==> src/rtl/load_cell_pkg.sv <==
// Shared constants for the load-cell conditioning block: default rider
// thresholds, settle-timer widths and averaging geometry.
package load_cell_pkg;

  // Nominal rider-weight threshold on the left+right sum, and the
  // half-width of the hysteresis band around it.
  localparam logic [11:0] MIN_RIDER_WEIGHT_DEF = 12'h200;
  localparam logic [11:0] HYSTERESIS_DEF       = 12'h040;

  // Settle timer: full-length width for hardware, short width for simulation.
  localparam int TMR_W     = 26;
  localparam int TMR_W_SIM = 15;

  // Block averaging over a power-of-two number of samples.
  localparam int LD_W        = 12;
  localparam int AVG_SAMPLES = 4;
  localparam int AVG_SHIFT   = $clog2(AVG_SAMPLES);
  localparam int ACC_W       = LD_W + AVG_SHIFT;

endpackage : load_cell_pkg

==> src/rtl/load_cell_cond_settle_tmr.sv <==
// Saturating settle timer. Counts every cycle from a synchronous clear and
// reports full at its terminal count; stays full until cleared again.
module settle_tmr
  import load_cell_pkg::*;
#(
  parameter int FAST_SIM = 0
) (
  input  logic clk,
  input  logic rst,
  input  logic clr_tmr,
  output logic tmr_full
);

  logic [TMR_W-1:0] cnt;

  // Terminal count: short compare in simulation, full width in hardware.
  generate
    if (FAST_SIM != 0) begin : g_fast
      assign tmr_full = &cnt[TMR_W_SIM-1:0];
    end else begin : g_full
      assign tmr_full = &cnt;
    end
  endgenerate

  // Count up; clear wins, and the count freezes once full so the flag holds.
  always_ff @(posedge clk or posedge rst) begin
    // NOTE: non-blocking (<=) in clocked blocks so every register samples
    // pre-edge values regardless of statement order across always blocks.
    if (rst) begin
      cnt <= '0;
    end else if (clr_tmr) begin
      cnt <= '0;
    end else if (!tmr_full) begin
      cnt <= cnt + 1'b1;
    end
  end

endmodule : settle_tmr

==> src/rtl/load_cell_cond.sv <==
// Load-cell conditioning: block-averages left/right samples, then derives
// rider-presence (with hysteresis) and rider-balance flags for the
// steer-enable state machine. Also hosts the settle timer it monitors.
module load_cell_cond
  import load_cell_pkg::*;
#(
  parameter int          FAST_SIM         = 0,
  parameter logic [11:0] MIN_RIDER_WEIGHT = MIN_RIDER_WEIGHT_DEF,
  parameter logic [11:0] HYSTERESIS       = HYSTERESIS_DEF
) (
  input  logic            clk,
  input  logic            rst,
  input  logic [LD_W-1:0] lft_ld,
  input  logic [LD_W-1:0] rght_ld,
  input  logic            ld_vld,
  input  logic            clr_tmr,
  output logic [LD_W-1:0] lft_avg,
  output logic [LD_W-1:0] rght_avg,
  output logic            sum_gt_min,
  output logic            sum_lt_min,
  output logic            diff_gt_1_4,
  output logic            diff_gt_15_16,
  output logic            tmr_full,
  output logic            flags_vld
);

  // Hysteresis thresholds on the 13-bit sum.
  localparam logic [LD_W:0] SUM_HI = {1'b0, MIN_RIDER_WEIGHT} + {1'b0, HYSTERESIS};
  localparam logic [LD_W:0] SUM_LO = {1'b0, MIN_RIDER_WEIGHT} - {1'b0, HYSTERESIS};
  localparam logic [AVG_SHIFT-1:0] LAST_SAMPLE = AVG_SHIFT'(AVG_SAMPLES - 1);

  logic [ACC_W-1:0]     lft_acc, rght_acc;
  logic [ACC_W-1:0]     lft_acc_nxt, rght_acc_nxt;
  logic [AVG_SHIFT-1:0] samp_cnt;
  logic                 avg_vld;

  logic [LD_W:0]   sum;
  logic [LD_W-1:0] diff;
  logic [ACC_W-1:0] diff_x4, sum_w14;
  logic [LD_W+4:0]  diff_x16, sum_x15;

  // Running sums including the sample presented this cycle.
  always_comb begin
    // NOTE: every always_comb output gets a value on every path (defaults
    // first) so no latch is inferred.
    lft_acc_nxt  = lft_acc + ACC_W'(lft_ld);
    rght_acc_nxt = rght_acc + ACC_W'(rght_ld);
  end

  // Block accumulation: the final sample of each block is folded in and the
  // block average is published; the accumulators restart from zero.
  always_ff @(posedge clk or posedge rst) begin
    if (rst) begin
      lft_acc  <= '0;
      rght_acc <= '0;
      samp_cnt <= '0;
      lft_avg  <= '0;
      rght_avg <= '0;
      avg_vld  <= 1'b0;
    end else begin
      avg_vld <= 1'b0;
      if (ld_vld) begin
        if (samp_cnt == LAST_SAMPLE) begin
          lft_avg  <= lft_acc_nxt[ACC_W-1:AVG_SHIFT];
          rght_avg <= rght_acc_nxt[ACC_W-1:AVG_SHIFT];
          avg_vld  <= 1'b1;
          lft_acc  <= '0;
          rght_acc <= '0;
          samp_cnt <= '0;
        end else begin
          lft_acc  <= lft_acc_nxt;
          rght_acc <= rght_acc_nxt;
          samp_cnt <= samp_cnt + 1'b1;
        end
      end
    end
  end

  // Sum/difference of the averages and the division-free ratio operands:
  // diff > sum/4  <=> 4*diff > sum;  diff > 15/16*sum <=> 16*diff > 15*sum.
  always_comb begin
    sum      = {1'b0, lft_avg} + {1'b0, rght_avg};
    diff     = (lft_avg >= rght_avg) ? (lft_avg - rght_avg) : (rght_avg - lft_avg);
    diff_x4  = {diff, 2'b00};
    sum_w14  = {1'b0, sum};
    diff_x16 = {1'b0, diff, 4'b0000};
    sum_x15  = {sum, 4'b0000} - {4'b0000, sum};
  end

  // Flag stage: refresh all flags one cycle after a new average, hold otherwise.
  always_ff @(posedge clk or posedge rst) begin
    if (rst) begin
      sum_gt_min    <= 1'b0;
      sum_lt_min    <= 1'b1;
      diff_gt_1_4   <= 1'b0;
      diff_gt_15_16 <= 1'b0;
      flags_vld     <= 1'b0;
    end else begin
      flags_vld <= avg_vld;
      if (avg_vld) begin
        sum_gt_min    <= (sum > SUM_HI);
        sum_lt_min    <= (sum < SUM_LO);
        diff_gt_1_4   <= (diff_x4 > sum_w14);
        diff_gt_15_16 <= (diff_x16 > sum_x15);
      end
    end
  end

  settle_tmr #(
    .FAST_SIM (FAST_SIM)
  ) u_settle_tmr (
    .clk      (clk),
    .rst      (rst),
    .clr_tmr  (clr_tmr),
    .tmr_full (tmr_full)
  );

endmodule : load_cell_cond

==> config.mk <==
export PLATFORM = sky130hd
export DESIGN_NAME = load_cell_cond
export DESIGN_NICKNAME = d
export VERILOG_FILES = /design/src/rtl/load_cell_pkg.sv /design/src/rtl/load_cell_cond_settle_tmr.sv /design/src/rtl/load_cell_cond.sv
export SDC_FILE = /design/constraint.sdc
export NUM_CORES = 1
export LEC_CHECK = 0
export BUFFER_PORTS_ARGS = -buffer_cell sky130_fd_sc_hd__buf_2
export CORE_MARGIN = 4
export CORE_UTILIZATION = 62
export DETAILED_ROUTE_END_ITERATION = 10
export GPL_TIMING_DRIVEN = 0
export PLACE_DENSITY = 0.83
export SKIP_LAST_GASP = 1
export SLEW_MARGIN = 20
export SYNTH_ARGS = -nofsm -noshare
export SYNTH_HDL_FRONTEND = slang
export SYNTH_SLANG_ARGS = --single-unit
==> constraint.sdc <==
create_clock -name clk -period 5.1 [get_ports clk]
set_clock_uncertainty 0.1 [all_clocks]
set_input_delay 0.765 -clock clk [delete_from_list [all_inputs] [get_ports clk]]
set_output_delay 0.765 -clock clk [all_outputs]
set_load 0.02 [all_outputs]
* Word level (Yosys, flattened, before mapping)
Cells that the tools add are included.
** Storage, ports and cells
- Output and inout port bits :: 30
- Bits in writable memories :: 0
- Bits in registers :: 86
- Memory bits (read-only) :: 0
- Latch bits :: 0
- Memories kept :: 0
- Input bits :: 28
- Logic and storage cells :: 37
** Cells by class
- Multiplexer cells :: 8
- Add/sub/neg operators :: 8
- Multipliers :: 0
- Div/mod/pow operators :: 0
- Eq/ne operators :: 2
- Bitwise operators :: 0
- Shifts and indexed selects :: 0
- Reductions and logical operators :: 2
- Magnitude comparators :: 5
** Operator list (number)
- 26-bit 2-to-1 mux :: 2
- 14-bit by 12-bit adder with 14-bit output :: 2
- 14-bit 2-to-1 mux :: 2
- 26-bit by 1-bit adder with 26-bit output, second input constant :: 1
- 26-bit AND reduction :: 1
- 12-bit subtractor :: 2
- 16-bit by 17-bit > comparator with 1-bit output :: 1
- 17-bit by 13-bit subtractor with 17-bit output :: 1
- 14-bit by 13-bit > comparator with 1-bit output :: 1
- 12-bit by 12-bit adder with 13-bit output :: 1
- 13-bit by 10-bit > comparator with 1-bit output, second input constant :: 1
- 13-bit by 9-bit less-than comparator with 1-bit output, second input constant :: 1
- 12-bit greater-or-equal comparator :: 1
- 12-bit 2-to-1 mux :: 1
- 2-bit by 1-bit adder with 2-bit output, second input constant :: 1
- 2-bit equality test, second input constant :: 1
- 1-bit 2-to-1 mux :: 2
- 2-bit 2-to-1 mux :: 1
- 2-bit != test, second input constant :: 1
- 2-bit AND reduction :: 1

* Depth between registers and ports, before layout
Gate-level depths: netlist of the first run.
- Word-level depth :: 3
- Mapped depth :: 22
- Depth with buffers taken out :: 22

* Cells and area by module
Synthesis of the first run repeated with hierarchy kept, for this count alone.
** Second synthesis, totals
- Cells, all modules :: 865
- Area, all modules :: 7653.6 µm²
** By module, submodules not included
- load_cell_cond :: sequential area each 1502.7 µm², instances 1, cells each 709, area each 6172.2 µm²
- settle_tmr :: sequential area each 650.6 µm², instances 1, cells each 156, area each 1481.4 µm²

* Worst setup path after synthesis of the first run
OpenSTA, ideal clock, no wires.
- Path type :: flip-flop to flip-flop
- Start point :: register lft_avg[1]
- End point :: register diff_gt_15_16
- Cell stages (with the launch flop) :: 22
- Buffers on the path :: 0
- Setup time :: 135 ps
- Clock period less this slack :: 4857 ps
- Data arrival time :: 4622 ps
- Required time :: 4865 ps
- Setup slack :: 243 ps
- Path through :: dfrtp_1 > inv_1 > fa_1 > o21bai_1 > a21oi_1 > xnor2_1 > ha_1 > nand2_1 > nor4_1 > o41ai_2 > o21ai_1 > a31oi_2 > xor2_1 > ha_1 > a21o_1 > a21o_1 > a221oi_1 > and3_1 > o41a_1 > nor3b_1 > a32oi_1 > o211ai_1
** On the way
- Word-level cells in the longest chain between the ends :: 3
- Elaborated cells between the ends (all ways) :: 7
- Classes of those cells :: add/sub (4); order compare (2); mux (1)
** RTL lines
- start: declaration :: RTL line load_cell_cond.sv:17 : output logic [LD_W-1:0] lft_avg,
- start signal: assignment :: RTL line load_cell_cond.sv:64 : lft_avg <= lft_acc_nxt[ACC_W-1:AVG_SHIFT];
- 12-bit by 12-bit adder with 13-bit output (tied with other cells) :: RTL line load_cell_cond.sv:82 : sum = {1'b0, lft_avg} + {1'b0, rght_avg};
- 17-bit by 13-bit subtractor with 17-bit output / 12-bit 2-to-1 mux (equally long branches) :: RTL line load_cell_cond.sv:87, load_cell_cond.sv:83
- 16-bit by 17-bit > comparator with 1-bit output (*) :: RTL line load_cell_cond.sv:104 : diff_gt_15_16 <= (diff_x16 > sum_x15);
- end signal: assignment :: RTL line load_cell_cond.sv:104
- end: declaration :: RTL line load_cell_cond.sv:22 : output logic diff_gt_15_16,
Mark *: on every way between the ends. The rest lies on a longest branch, timed or not.
A chain may end at the register's enable or synchronous reset.

* Worst setup path after layout of the first run
- Start point :: register rght_avg[1]
- End point :: register diff_gt_15_16
** On the way
- Word-level cells in the longest chain between the ends :: 3
- Elaborated cells between the ends (all ways) :: 7
- Classes of those cells :: add/sub (4); order compare (2); mux (1)
** RTL lines
- start: declaration :: RTL line load_cell_cond.sv:18 : output logic [LD_W-1:0] rght_avg,
- start signal: assignment :: RTL line load_cell_cond.sv:65 : rght_avg <= rght_acc_nxt[ACC_W-1:AVG_SHIFT];
- 12-bit by 12-bit adder with 13-bit output (tied with other cells) :: RTL line load_cell_cond.sv:82
- 17-bit by 13-bit subtractor with 17-bit output / 12-bit 2-to-1 mux (equally long branches) :: RTL line load_cell_cond.sv:87, load_cell_cond.sv:83
- 16-bit by 17-bit > comparator with 1-bit output (*) :: RTL line load_cell_cond.sv:104
Marked as above.

==> reports/results.ini, run 1 <==
[cts]
clock_sinks = 86
cts_max_path_buffers = 2
cts_max_level = 3
cts-root-buf = clkbuf_16
cts.hold.buffers_added = 0
cts_made_buffers = 9
clk-insertion-delay-late_ns = 0.34
cts_tree = yes
clk_pin_slew_worst_paths_ns = 0.06

[synth]
synthFlopType = dfrtp_1
yosysWarnings = 0
synth.most_common_cell = ha_1
synthCells = 885
async_flop_share = 1.000
synth_nets = 1008
synth_edf_count = 0
synthesis.area_mm2 = 0.007756
netlist_top_cells_area = dfrtp_1 27%, ha_1 15%, xnor2_1 4.3%, nor2_1 3.8%, a21oi_1 3.5%
synth.avg_cell_area_um2 = 8.764
synth_top_area_frac = 0.2742
ys_ff_latch = 86
synthTopCellsByCount = 90 x ha_1, 85 x dfrtp_1, 78 x nor2_1, 66 x nand2_1, 64 x inv_1
yosysSeqAreaShare = 0.2776
ys_types = 84
synth_top_cell_by_area = dfrtp_1

[detailed_routing]
ant_nets = 0
detail_route.first_pass.iterations = 7
route.detailed.drc = 0
vias = 7272
wl_per_cell_um = 18.59
wirelength_um = 21660
drtIter0Drc = 596
vias_per_cell = 6.242

[placed_design]
placed_area_mm2 = 0.008272
place_congestion = 0.9340
io_buffers = 55
dp_hpwl_um = 15080
placed_cells = 1109

[setup_path]
path_class = reg2reg
critPathArrivalTime_ns = 5.16
reg2reg_slack_ns = 0.05
worstSetupEndpoint = diff_gt_15_16
reg2regPathDepth = 20
cp.required_ns = 5.21
r2r-start = rght_avg[1]
start_kind = flip-flop
end_kind = flip-flop
r2r-end = diff_gt_15_16
crit_path_start = rght_avg[1]
crit_fanout = 6

[final_layout]
nNetsFinal = 1117
final_cell_area_mm2 = 0.009437
instances_no_fill = 1165
area_delta_synth_final_pct = 21.66
fillCellCount = 836
seq_area_mm2 = 0.002166
multi_input_area_mm2 = 0.005731
drive_gt1_frac = 0.2257
diodes = 0
fin_util = 0.7791

[timing]
finalHoldViolCount = 0
max_slew.worst_pin.slew_ns = 0.8470
finalSetupViolCount = 0
fmax_mhz = 197.9
fin_crit_ns = 5.052
rsz0062_at_grt = yes
finalHoldWorstSlack_ns = 0.3546
slew-limit-headroom = 0.4301
fin_crit_sh = 0.9906
drv_slew = 0

[floorplan]
die_h_um = 119.9
die_x_um = 119.9
io_pins = 58
die-area_mm2 = 0.01436
start_util = 0.6404
core.rowCount = 40
core_mm2 = 0.01211

[global_routing]
grt_util_all_layers = 0.2947
grt_pass1_vias = 7018
grt_max_degree = 50
grt-ovfl-total = 0
grt_pass1_wl_um = 34460
antenna_found_initial = 0

[run]
max_cap_violations = 0

[min_path]
hold_class = in2async

[status]
status = completed

==> timing repair <==
| item | 4_1_cts | 5_1_grt |
|---|---|---|
| resized for setup | 15 | 95 |
| setup buffers | 13 | 30 |
| endpoints found under the setup margin | 1 | 1 |
| pin swaps | 9 | 41 |
==> registers in the layout, indices dropped and copies added (netlist names) <==
name	flops
avg_vld	1
diff_gt_15_16	1
diff_gt_1_4	1
flags_vld	1
lft_acc	14
lft_avg	12
rght_acc	14
rght_avg	12
samp_cnt	2
sum_gt_min	1
sum_lt_min	1
u_settle_tmr.cnt	26
==> area by class of cell <==
type	instances	share of cell area
multi-input cells	705	0.6073
flip-flops and latches	86	0.2295
repair buffers	99	0.06762
inverters	66	0.02718
clock buffers	10	0.02532
well taps	168	0.02228
plain buffers	27	0.01498
clock inverters	4	0.005834
==> how the worst min path moves through the flow <==
stage                     start          end  slack (ns)  cells after the start
floorplan               avg_vld    flags_vld        0.31                      0
global placement    samp_cnt[0]  samp_cnt[0]        0.37                      1
detailed placement  samp_cnt[0]  samp_cnt[0]        0.38                      1
CTS                         rst    flags_vld        0.36                      2
global route                rst  diff_gt_1_4        0.38                      2
finish                      rst  diff_gt_1_4        0.35                      2
==> cell usage in the layout, fill, tap and decap left out, types with 5 or more instances in the layout <==
cell       netlist  final
clkbuf_1        18     15
clkbuf_16        0      9
dfrtp_1         85     75
or3_1            8      8
a21oi_1         54     50
o21bai_1        10      9
and4_1           7      7
ha_4             0     11
a211oi_1        10      8
o2bb2ai_1       22     22
o21ai_0         50     49
nor4_1          10      7
dfrtp_2          0     10
o21a_1          10     10
and2_1           7      7
buf_2            6     59
a31oi_1          6      5
o211ai_1        10     10
a22o_1           5      5
nand4_1         10     10
nand2_1         66     65
mux2i_1          7      6
and3_1          10      9
nor2_1          78     73
xnor2_1         38     30
xnor2_2          4      8
xor2_1          30     30
nor2b_1         11     10
buf_4            1     44
a21o_1          17     17
or2_2            7      6
nor3_1          16     15
nand3_1         19     18
nand2b_1        10      9
inv_1           64     60
ha_1            90     75
==> cell families (layout without fill, tap and decap cells) <==
logic type,count (synthesis),after routing,synth area share
AO/OA/AOI/OAI,250,250,0.2281
adder cells (fa/ha/maj),97,97,0.1607
buffers and inverters,94,206,0.04888
multiplexers,10,10,0.01387
AND/OR/NAND/NOR,272,272,0.1741
XOR/XNOR,76,76,0.09679
flip-flops,86,86,0.2776
==> critical path, cell delays in order, from the launching register on <==
cell and delay, ns:
dfrtp_2 0.49, ha_4 0.27, nand2b_4 0.17, a211o_4 0.37
a311oi_4 0.43, o2111ai_1 0.16, nor3b_4 0.19, buf_4 0.17
ha_4 0.17, or2_4 0.24, o221ai_4 0.20, o311ai_4 0.14
xnor2_1 0.16, ha_2 0.20, or3_1 0.35, a221oi_2 0.24
and3_1 0.20, o41a_1 0.22, nor3b_2 0.07, a32oi_1 0.24
o211ai_1 0.13
==> stage by stage <==
| stage | setup TNS, ns | worst slack, ns |
|---|---|---|
| final | 0 | 0.04791 |
| after global placement | -0.4629 | -0.4629 |
| after detailed placement | -0.5052 | -0.5052 |
| after floorplan | 0 | 0.2432 |
| after global routing | -0.1728 | -0.1728 |
| after CTS | 0 | 0.005755 |
==> layer usage <==
layer | GRT usage | wire [um]
met1 | 0.4027 | 9230
met2 | 0.4693 | 10350
met5 | 0 | 0
met3 | 0.05278 | 1384
met4 | 0.1102 | 691
Power of run 1 is left out: the tool's default activity adds up to more than one toggle a clock period on the data nets, which glitch-free logic cannot reach.
==> run 2, diff against run 1 <==
--- a/config.mk
+++ b/config.mk
@@ -11,6 +11,7 @@
 export DETAILED_ROUTE_END_ITERATION = 10
 export GPL_TIMING_DRIVEN = 0
 export PLACE_DENSITY = 0.83
+export RECOVER_POWER = 100
 export SKIP_LAST_GASP = 1
 export SLEW_MARGIN = 20
 export SYNTH_ARGS = -nofsm -noshare
==> run 2 against run 1 <==
Net effect:
- the run now ends with capacitance limit, slew limit left
- final cell count stayed put
- sequential cell count stayed put
- global-route usage stayed put
- critical path depth is 2 higher
- non-clock buffer count stayed put
- die area stayed put
- maximum frequency hardly changed
- wire length is 0.45% higher
- utilization is 0.41 points lower
==> reports/results.ini, run 2 (same netlist as run 1, synthesis figures left out) <==
[detailed_routing]
drtIter0Drc = 580
route.detailed.drc = 0
wirelength_um = 21750
vias = 7240
vias_per_cell = 6.215
wl_per_cell_um = 18.67
ant_nets = 0
detail_route.first_pass.iterations = 5

[timing]
slew-limit-headroom = -0.6715
fin_tns_setup_ns = 0
fmax_mhz = 198.0
drv_slew = 89
finalSetupViolCount = 0
rsz0062_at_grt = yes
finalHoldViolCount = 0
max_slew.worst_pin.slew_ns = 2.507
fin_crit_ns = 5.049
fin_crit_sh = 0.9901

[placed_design]
io_buffers = 55
dp_hpwl_um = 15080
place_congestion = 0.9340
placed_cells = 1109
placed_area_mm2 = 0.008272

[setup_path]
cp_top_family = compound AO/OA/AOI/OAI gates
slowest_stage = dfrtp_2
critPathArrivalTime_ns = 5.16
crit_chain = ha_4, inv_2, fa_2, o21bai_4, a21oi_2, xnor2_2, ha_4, nand2_2, nor4_2, o41ai_2, o21ai_2, a31oi_4, xor2_1, ha_1, a21o_1, a21o_1, a221oi_2, and3_1, o41a_1, nor3b_2, a32oi_1, o211ai_1
critPathMaxStageDelay_ns = 0.45
cp.required_ns = 5.21
worst-path-buf-inv = 1
start_kind = flip-flop
path_class = reg2reg
crit_fanout = 4
end_kind = flip-flop

[cts]
clock_sinks = 86
clk_pin_slew_worst_paths_ns = 0.06
cts_tree = yes
cts_made_buffers = 9
clk-insertion-delay-late_ns = 0.35
cts_max_level = 3
cts.hold.buffers_added = 0
cts_max_path_buffers = 2
cts-root-buf = clkbuf_16

[floorplan]
io_pins = 58
start_util = 0.6404
die_h_um = 119.9
die_x_um = 119.9
core_mm2 = 0.01211
die-area_mm2 = 0.01436
core.rowCount = 40

[final_layout]
largest_register_ffs = 26
fillCellCount = 847
drive_gt1_frac = 0.2046
regMostFlops = u_settle_tmr.cnt
area_delta_synth_final_pct = 21.02
final_cell_area_mm2 = 0.009387
mostFrequentLayoutCell = dfrtp_1
final_cell_mix = 78 x dfrtp_1, 75 x ha_1, 73 x nor2_1, 65 x nand2_1, 60 x inv_1
instances_no_fill = 1165
nNetsFinal = 1117
largestRegisters = u_settle_tmr.cnt: 26 flops, lft_acc: 14 flops, rght_acc: 14 flops
diodes = 0

[global_routing]
grt-ovfl-total = 0
grt_pass1_wl_um = 34460
grt_max_degree = 50
grt_pass1_vias = 7018
grt_util_all_layers = 0.2947
antenna_found_initial = 0

[min_path]
hold_class = reg2reg

[status]
violations = capacitance limit, slew limit
status = finished with violations

[run]
max_cap_violations = 2

## run 2: worst reg2reg max path: cells and delay by family (launching register included)
family          cells  cell delay [ns]
compound gates     11             2.31
fa+ha+maj           4             1.16
xor+xnor            2             0.44
simple gates        4             0.44
buf+inv             1             0.04
flops               1             0.45
## run 2: repair_timing
item / in CTS / in global routing
setup endpoints to repair: 1 / 1
gates resized for setup: 15 / 95
pin swaps: 9 / 41
hold endpoints to repair: 0 / 0
buffers inserted: 13 / 30
## run 2: final timing paths
kind | end | from | slack [ns] | depth (start not counted)
hold / removal | samp_cnt[0] | samp_cnt[0] | 0.38 | 1
max in group asynchronous | lft_avg[8] | rst | 1.06 | 3
setup / recovery | diff_gt_15_16 | rght_avg[0] | 0.05 | 22
setup reg to reg | diff_gt_15_16 | rght_avg[0] | 0.05 | 22
hold reg to reg | samp_cnt[0] | samp_cnt[0] | 0.38 | 1
min in group asynchronous | diff_gt_1_4 | rst | 0.70 | 2
## run 2: cell type report
class                   count  area [um2]  share of cell area
plain buffers              27       141.4             0.01506
repair buffers             99       593.1             0.06318
flip-flops and latches     86        2162              0.2303
clock inverters             4       55.05            0.005865
multi-input cells         705        5731              0.6105
well taps                 168       210.2             0.02239
clock buffers              10       239.0             0.02546
inverters                  66       255.2             0.02719
## run 2: stage by stage
step,util,setup slack (ns),hold slack [ns]
3_3_place_gp,0.6805,-0.4629,0.3690
5_1_grt,0.7750,-0.1728,0.3928
2_1_floorplan,-,0.2432,0.3144
6_report,0.7750,0.05071,0.3799
4_1_cts,0.7236,0.005755,0.3594
3_5_place_dp,0.6830,-0.5052,0.3752
## run 2: metal layers
metal / GRT usage / vias up / routed length (um)
li1: - / 3429 / -
met1: 0.4027 / 3453 / 9351
met2: 0.4693 / 290 / 10380
met3: 0.05278 / 68 / 1343
met4: 0.1102 / 0 / 675
met5: 0 / - / 0
Power of run 2 is left out for the same reason.
==> run 3, diff against run 2 <==
==> constraint.sdc (replaced) <==
create_clock -name clk -period 5.33 [get_ports clk]
set_clock_uncertainty 0.1 [all_clocks]
set_input_delay 0.7995 -clock clk [delete_from_list [all_inputs] [get_ports clk]]
set_output_delay 0.7995 -clock clk [all_outputs]
set_load 0.02 [all_outputs]
==> run 3 against run 2 <==
Net effect:
- the flow still finishes with violations (capacitance limit, slew limit)
- wire length shrank 7.5%
- final cell count shrank 2.3%
- sequential cell count stayed put
- critical path depth decreased by 1
- critical path type unchanged
- critical endpoint unchanged
- highest routed layer unchanged
==> reports/results.ini, run 3 (same netlist as run 1, synthesis figures left out) <==
[final_layout]
drive_gt1_frac = 0.1340
regMostFlops = u_settle_tmr.cnt
final_cell_mix = 84 x ha_1, 81 x dfrtp_1, 76 x nor2_1, 65 x nand2_1, 62 x inv_1
final_cell_area_mm2 = 0.008811
largest_register_ffs = 26
mostFrequentLayoutCell = ha_1
largestRegisters = u_settle_tmr.cnt: 26 flops, lft_acc: 14 flops, rght_acc: 14 flops
nNetsFinal = 1090
area_delta_synth_final_pct = 13.60
diodes = 0

[placed_design]
place_congestion = 0.9340
placed_area_mm2 = 0.008272
io_buffers = 55
dp_hpwl_um = 15080

[min_path]
holdPathStages = 1
min-delay-start = samp_cnt[0]
hold_class = reg2reg

[setup_path]
crit_fanout = 7
start_kind = flip-flop
crit_path_start = lft_avg[3]
critPathArrivalTime_ns = 5.32
end_kind = flip-flop
path_class = reg2reg
critPathMaxStageDelay_ns = 0.45
slowest_stage = dfrtp_1
cp.required_ns = 5.45
crit_chain = inv_1, ha_1, inv_1, o221ai_2, a21oi_1, nor2_1, xnor2_2, ha_2, nand4_1, o21ai_2, a31oi_4, o21a_1, xor2_1, ha_1, or3_1, a221oi_2, and3_1, o41a_1, nor3b_1, a32oi_1, o211ai_1
reg2reg_slack_ns = 0.13
reg2regPathDepth = 21
r2r-start = lft_avg[3]

[global_routing]
grt_pass1_vias = 6888
grt_util_all_layers = 0.2891
grt_max_degree = 50
antenna_found_initial = 0
grt-ovfl-total = 0
grt_pass1_wl_um = 33910

[timing]
fin_crit_ns = 5.196
fin_crit_sh = 0.9749
max_slew.worst_pin.slew_ns = 2.518
finalSetupViolCount = 0
finalHoldViolCount = 0
drv_slew = 89
slew-limit-headroom = -0.6789
fmax_mhz = 192.4

[status]
violations = capacitance limit, slew limit
status = finished with violations

[cts]
clock_sinks = 86
cts-root-buf = clkbuf_16
clk-insertion-delay-late_ns = 0.35
cts_tree = yes
cts_made_buffers = 9
cts_max_path_buffers = 2
clk_pin_slew_worst_paths_ns = 0.06
cts_max_level = 3
cts.hold.buffers_added = 0

[floorplan]
die_h_um = 119.9
io_pins = 58
die_x_um = 119.9
start_util = 0.6404
die-area_mm2 = 0.01436
core.rowCount = 40
core_mm2 = 0.01211

[detailed_routing]
route.detailed.drc = 0
wl_per_cell_um = 17.69
detail_route.first_pass.iterations = 5
ant_nets = 0
drtIter0Drc = 707
vias_per_cell = 6.175
vias = 7027
wirelength_um = 20130

[run]
max_cap_violations = 2

## run 3: cell types whose count changed in the layout (fill, tap and decap cells not counted), sizes merged
cell	previous run	this run
buf	91	54
clkbuf	45	55
clkinvlp	3	2
inv	65	66
## run 3: metrics by stage
step                        util  setup slack [ns]  hold slack [ns]  setup TNS (ns)  cells
after detailed placement  0.6830           -0.2752           0.3752         -0.2752   1109
after floorplan                -            0.4732           0.3144               0    885
final                     0.7275            0.1336           0.3794               0   1138
after global routing      0.7275          -0.05211           0.3928        -0.05211   1138
after global placement    0.6805           -0.2329           0.3690         -0.2329   1108
after CTS                 0.7121           0.03963           0.3838               0   1125
## run 3: final cells by class
class | instances | area (um2)
Multi-Input combinational cell | 705 | 5405
Fill cell | 952 | 3301
Sequential cell | 86 | 2158
Timing Repair Buffer | 72 | 365.4
Inverter | 66 | 249.0
Clock buffer | 10 | 239.0
Tap cell | 168 | 210.2
Buffer | 27 | 128.9
Clock inverter | 4 | 55.05
## run 3: final timing paths
| check | to |
|---|---|
| min in group asynchronous | flags_vld |
| setup / recovery | diff_gt_15_16 |
| max in group asynchronous | lft_avg[1] |
| hold / removal | samp_cnt[0] |
| hold reg to reg | samp_cnt[0] |
| setup reg to reg | diff_gt_15_16 |
## run 3: repair_timing
| action | CTS | global route |
|---|---|---|
| setup buffers | 2 | 14 |
| pin swaps | 2 | 12 |
| setup endpoints to repair | 1 | 1 |
| gates resized for setup | 8 | 31 |
| cloned | 0 | 0 |
## run 3: layer usage
| layer | GRT usage | vias to the layer above | part of all wire |
|---|---|---|---|
| met4 | 0.1009 | 0 | 0.027 |
| met3 | 0.04665 | 53 | 0.076 |
| met1 | 0.4003 | 3318 | 0.43 |
| li1 | - | 3364 | - |
| met5 | 0 | - | 0 |
| met2 | 0.4619 | 292 | 0.47 |
## run 3: critical path, delay by kind of cell (launching register included)
kind	cells	cell delay (ns)
DFF	1	0.45
and+or+nand+nor	5	1.00
buffers and inverters	2	0.27
AOI/OAI and AO/OA	9	1.88
xor gates and xnor gates	2	0.31
adders and majority gates	3	1.03
Power of run 3 is left out for the same reason.
